--- src/rtl/fcpu_pkg.sv ---
// Shared CPU types: widths, the reservation-station entry, opcodes and the commit-stage classification.
package fcpu_pkg;

  localparam int RSV_ID_W   = 4;
  localparam int REG_ADDR_W = 5;
  localparam int DATA_W     = 32;
  localparam int INSTR_W    = 32;
  localparam int OPCODE_W   = 6;

  localparam logic [OPCODE_W-1:0] OP_NOP   = 6'd0;
  localparam logic [OPCODE_W-1:0] OP_ADD   = 6'd1;
  localparam logic [OPCODE_W-1:0] OP_SUB   = 6'd2;
  localparam logic [OPCODE_W-1:0] OP_ADDI  = 6'd3;
  localparam logic [OPCODE_W-1:0] OP_LOAD  = 6'd4;
  localparam logic [OPCODE_W-1:0] OP_STORE = 6'd5;
  localparam logic [OPCODE_W-1:0] OP_BEQ   = 6'd6;
  localparam logic [OPCODE_W-1:0] OP_JMP   = 6'd7;
  localparam logic [OPCODE_W-1:0] OP_HALT  = 6'd8;

  typedef struct packed {
    logic [RSV_ID_W-1:0]   station_id;
    logic                  valid;
    logic                  ready;
    logic [REG_ADDR_W-1:0] dst_reg;
    logic [OPCODE_W-1:0]   opcode;
    logic [DATA_W-1:0]     content;
  } station_t;

  typedef enum logic [1:0] {
    CC_REG,
    CC_STORE,
    CC_NONE,
    CC_HALT
  } commit_class_t;

  typedef enum logic [1:0] {
    RUN,
    STORE_WAIT,
    HALTED
  } commit_state_t;

  function automatic commit_class_t commit_class(input logic [OPCODE_W-1:0] opcode);
    commit_class_t cc;
    case (opcode)
      OP_ADD, OP_SUB, OP_ADDI, OP_LOAD: cc = CC_REG;
      OP_STORE:                         cc = CC_STORE;
      OP_HALT:                          cc = CC_HALT;
      default:                          cc = CC_NONE;
    endcase
    return cc;
  endfunction

endpackage

--- src/rtl/commit_unit.sv ---
// In-order commit stage: retires ROB head entries into register writes, store releases or halt.
// Optional FCPU_RETIRE_COUNT_EN adds a 32-bit retire counter port.
//
// state      | meaning
// RUN        | accepting one head entry per cycle
// STORE_WAIT | store release pending, waiting for store buffer ack
// HALTED     | halt retired, frozen until reset
module commit_unit
  import fcpu_pkg::*;
(
  input  logic                  clk,
  input  logic                  nrst,
  input  logic                  i_valid,
  input  station_t              i_commit_data,
  output logic                  i_ready,
  output logic                  reg_we,
  output logic [REG_ADDR_W-1:0] reg_addr,
  output logic [DATA_W-1:0]     reg_data,
  output logic [RSV_ID_W-1:0]   reg_rsv_id,
  output logic                  st_commit_valid,
  output logic [RSV_ID_W-1:0]   st_commit_id,
  input  logic                  st_commit_ready,
`ifdef FCPU_RETIRE_COUNT_EN
  output logic [31:0]           retire_count,
`endif
  output logic                  halted
);

  commit_state_t state;
  logic          accept;
  commit_class_t cls;
  logic          unused_fields;

  // Held low while nrst is asserted so the ROB never sees a handshake during reset.
  assign i_ready       = nrst && (state == RUN);
  assign accept        = i_valid && (state == RUN);
  assign cls           = commit_class(i_commit_data.opcode);
  assign unused_fields = ^{i_commit_data.valid, i_commit_data.ready};

  always_ff @(posedge clk) begin
    if (!nrst) begin
      state           <= RUN;
      reg_we          <= 1'b0;
      reg_addr        <= '0;
      reg_data        <= '0;
      reg_rsv_id      <= '0;
      st_commit_valid <= 1'b0;
      st_commit_id    <= '0;
      halted          <= 1'b0;
    end else begin
      reg_we <= 1'b0;
      case (state)
        RUN: begin
          if (accept) begin
            case (cls)
              CC_REG: begin
                // r0 is hardwired; the entry retires without a write.
                if (i_commit_data.dst_reg != '0) begin
                  reg_we     <= 1'b1;
                  reg_addr   <= i_commit_data.dst_reg;
                  reg_data   <= i_commit_data.content;
                  reg_rsv_id <= i_commit_data.station_id;
                end
              end
              CC_STORE: begin
                st_commit_valid <= 1'b1;
                st_commit_id    <= i_commit_data.station_id;
                state           <= STORE_WAIT;
              end
              CC_HALT: begin
                halted <= 1'b1;
                state  <= HALTED;
              end
              default: ;
            endcase
          end
        end
        STORE_WAIT: begin
          if (st_commit_ready) begin
            st_commit_valid <= 1'b0;
            state           <= RUN;
          end
        end
        HALTED: ;
        default: state <= RUN;
      endcase
    end
  end

`ifdef FCPU_RETIRE_COUNT_EN
  always_ff @(posedge clk) begin
    if (!nrst) retire_count <= '0;
    else if (accept) retire_count <= retire_count + 32'd1;
  end
`endif

endmodule

--- config.mk ---
export PLATFORM = sky130hd
export DESIGN_NAME = commit_unit
export DESIGN_NICKNAME = d
export VERILOG_FILES = /design/src/rtl/fcpu_pkg.sv /design/src/rtl/commit_unit.sv
export SDC_FILE = /design/constraint.sdc
export NUM_CORES = 1
export LEC_CHECK = 0
export BUFFER_PORTS_ARGS = -buffer_cell sky130_fd_sc_hd__buf_2
export CAP_MARGIN = 20
export CELL_PAD_IN_SITES_DETAIL_PLACEMENT = 0
export CELL_PAD_IN_SITES_GLOBAL_PLACEMENT = 1
export CORE_MARGIN = 2
export CORE_UTILIZATION = 36
export CTS_CLUSTER_DIAMETER = 80
export DETAILED_ROUTE_END_ITERATION = 10
export GPL_TIMING_DRIVEN = 0
export PLACE_DENSITY_LB_ADDON = 0.1
export SLEW_MARGIN = 5
export SYNTH_ARGS = -nofsm -noshare
export SYNTH_HDL_FRONTEND = slang
export SYNTH_SLANG_ARGS = --single-unit
--- constraint.sdc ---
create_clock -name clk -period 4.23 [get_ports clk]
set_clock_uncertainty 0.1 [all_clocks]
set_input_delay 0.2115 -clock clk [delete_from_list [all_inputs] [get_ports clk]]
set_output_delay 0.2115 -clock clk [all_outputs]
set_load 0.1 [all_outputs]
==> results.md <==
Critical path:
- The slowest cell on the critical path is or3b_4.
- The startpoint-to-endpoint class of the critical path is register to register.
- The signal on the critical path passes through or3b_4 -> nor4_2 -> o311a_1 -> buf_6 -> buf_12 -> mux2i_1.
- On the worst path, the slowest cell contributes a delay of 0.43 ns.
- STA puts the critical path data required time at between 4 and 5 ns.
- STA classifies the critical path endpoint as a register.
- Of all nets on the critical path, the largest fanout is 10.
- The data arrival at the endpoint of the critical path is around 2.0 ns.
- The kind of start point of the critical path is a register.
- The gate family responsible for the most delay along the worst path is simple AND/OR/NAND/NOR gates.
- Counting both buffers and inverters, the worst setup path holds a total of 2.

Synth:
- The synthesized flop and latch total is 50.
- The share of the yosys chip area belonging to registers is between 40% and 50%.
- The cell area after synthesis is 2140 um2.
- The Yosys step of the flow raised 0 warnings.
- The average cell area after synthesis is around 9.6 um2.
- The netlist uses 25 different library cells.
- The number of nets in the synthesized netlist is about 280.
- The cell count after synthesis came out at approximately 220.

Clock network:
- The clock-pin slew reported for the worst setup and hold paths after clock tree synthesis is ~0.090 ns.
- The clock reaches the later pin of the worst-skew pair after about 0.29 ns.
- The master cell of the clock root buffer is clkbuf_8.
- The H-tree depth is 2.
- Buffers added to address setup during post-CTS repair amount to 0.
- For this design, the CTS-stage hold fixing added 0 buffers.
- The number of clock buffers added by TritonCTS is 5.
- The post-CTS resize count is 0.
- TritonCTS built the clock tree.
- No sink is reached through more buffers than the 2 on the longest clock path.
- CTS saw 50 sinks.

STA:
- The setup TNS is 0 ns.
- Of the available clock period, the critical path in the final layout requires between 40 and 50%.
- The minimum clock period after layout is around 1.9 ns.
- The final-report max-slew violation count was 0.
- Derived from the worst setup path, the maximum achievable clock frequency is between 500 and 600 MHz.
- The final number of setup-violating endpoints is 0.
- The final-report hold violation count was 0.
- Setup repair after global routing left no endpoint under its margin.
- In this run the tightest slew margin relative to its limit is 67.0%.
- The measured slew at the worst slew-check pin is between 0.4 and 0.5 ns.

Drt:
- In this run, the number of DRC markers left after iteration 0 of detailed routing was 44.
- Summed over all layers, the routed wires come to ~4800 um.
- Summing over every cut layer, the via total after detailed routing is 1809.
- After detailed routing, the average wire length per cell comes to 11.9 um.
- The number of iterations in the first detailed-routing pass is 4.
- The post-route DRC violation count is 0.
- The routed via count divided by cell count is around 4.5.
- The antenna violation net count after detailed routing is 0.

Cells and area:
- The sequential cell area in the final layout is 1000 um2.
- The layout has 630 filler cells.
- Relative to the synthesized area, the layout overhead comes to 30.9%.
- The share of layout cells above drive strength 1 is between 30% and 40%.
- The net count of the finished layout is 380.
- The count of antenna diodes in the layout is 0.
- The multi-input logic area is about 980 um2.

Floorplanning:
- The floorplan step defined a die boundary enclosing between 6000 and 7000 um2.
- The I/O pin count is between 100 and 150.
- The floorplan die height is 81.1 um.
- The die is a little over 80 um wide.
- The number of standard-cell rows in the floorplan is 28.
- The effective utilization at floorplan is 36.8%.
- In this run the standard cell core region covers 5820 um2.

Power and ir drop:
- The post-layout total power is around 870 uW.
- The worst ir drop on vdd is ~0.15 mV.
- The power per cell area is 309 nW/um2.
- The leakage dissipation is roughly 0.0013 uW.

Global routing:
- The first global-routing pass estimated 7720 um of wire.
- The sum of overflow across all layers after global routing is 0.
- The initial antenna violation count is 0.
- The number of global-route vias before repair is between 1500 and 2000.
- Global routing used between 10% and 20% of the available tracks across all layers.
- The maximum number of pins on one net before global-route repair is 14.

Hold path:
- The tightest min-delay check is of the input pin to register type.

Placed design:
- At the end of routability-driven placement, the weighted congestion stood at ~0.7.
- The HPWL after detailed placement is 3580 um.
- The count of port buffers added during placement is 98.

Run status:
- The flow ran to the end, and the final reports show no timing, DRC or antenna violations.

Flow run:
- Max-cap violations in this run came to 0.
## path summary, 6_finish.rpt
check                                 startpoint            end  slack (ns)  depth (start not counted)
worst max-delay path                    state[1]  reg_rsv_id[1]        2.36                          6
worst min-delay path            i_commit_data[3]    reg_data[3]        0.05                          3
worst max register to register          state[1]  reg_rsv_id[1]        2.36                          6
worst min register to register      reg_data[15]   reg_data[15]        0.36                          2
## power breakdown
| group | switching [uW] | internal, uW |
|---|---|---|
| registers | 2.82 | 476 |
| clock network | 143 | 114 |
| logic | 88.0 | 41.3 |
## layout make-up
| cell class | instances | area share, % |
|---|---|---|
| Sequential cell | 50 | 35.8 |
| Buffer | 15 | 5.77 |
| Timing Repair Buffer | 98 | 17.5 |
| Tap cell | 75 | 3.35 |
| Multi-Input combinational cell | 157 | 34.9 |
| Clock buffer | 7 | 2.73 |
## cell usage after synthesis
library cell / n / share of area [%]
and2_1: 2 / 0.59
a21oi_1: 2 / 0.47
nor3b_1: 2 / 0.70
nand2_1: 84 / 15
nor4_4: 1 / 0.99
buf_2: 2 / 0.47
nor2_1: 4 / 0.70
nor4b_1: 1 / 0.41
nor4_2: 1 / 0.59
o21a_1: 1 / 0.35
buf_6: 1 / 0.53
dfxtp_1: 50 / 47
a31oi_1: 1 / 0.29
buf_12: 4 / 3.7
or3_1: 1 / 0.29
nor2b_1: 5 / 1.5
dlygate4sd1_1: 6 / 2.5
clkbuf_1: 2 / 0.35
nand3b_1: 1 / 0.35
nor3_1: 1 / 0.23
or3_4: 1 / 0.53
o311a_1: 1 / 0.47
mux2i_1: 46 / 22
xnor2_1: 1 / 0.41
or3b_4: 1 / 0.53
## sequential cells by signal, indices dropped and copies added (netlist names)
name	cells
halted	1
reg_addr	5
st_commit_id	4
reg_rsv_id	4
reg_data	32
state	2
reg_we	1
st_commit_valid	1
## layer usage
| metal | share of wire [%] | track usage, % |
|---|---|---|
| met3 | 8.1 | 5.67 |
| met5 | 0 | 0 |
| met2 | 45 | 24.3 |
| met1 | 47 | 19.3 |
| met4 | 0.48 | 4.07 |
## per-stage QoR
stage	util, %	instance area [um2]	hold slack (ns)	std cells	setup WS, ns
global route	48.1	2800	0.0525	402	2.23
detailed placement	46.8	2720	0.344	395	2.38
CTS	48.1	2800	0.0410	402	2.33
global placement	46.8	2720	0.339	395	2.40
floorplan	-	2140	0.254	222	2.54
finish	48.1	2800	0.0514	402	2.36
## worst reg2reg max path, delay by kind of cell (launching register included)
kind            cells  cell delay [ns]
mux                 1             0.21
buf+inv             2             0.33
compound gates      1             0.21
flops               1             0.36
simple gates        2             0.57
## kinds of logic after synthesis
logic type | after synthesis | synth area share (%)
xor+xnor | 1 | 0.410
simple gates | 105 | 22.1
compound gates | 5 | 1.58
buf+inv | 15 | 7.55
flops | 50 | 46.8
mux | 46 | 21.5
## layout by cell type, fill, tap and decap left out, types with 2 or more instances in the layout
master         netlist  routed
buf_2                2     100
nand2_1             84      84
dfxtp_1             50      50
mux2i_1             46      46
dlygate4sd1_1        6       6
nor2b_1              5       5
clkbuf_8             0       5
clkbuf_1             2       4
nor2_1               4       4
buf_12               4       4
and2_1               2       2
nor3b_1              2       2
a21oi_1              2       2
No activity file was read; power rests on OpenSTA's default activity.
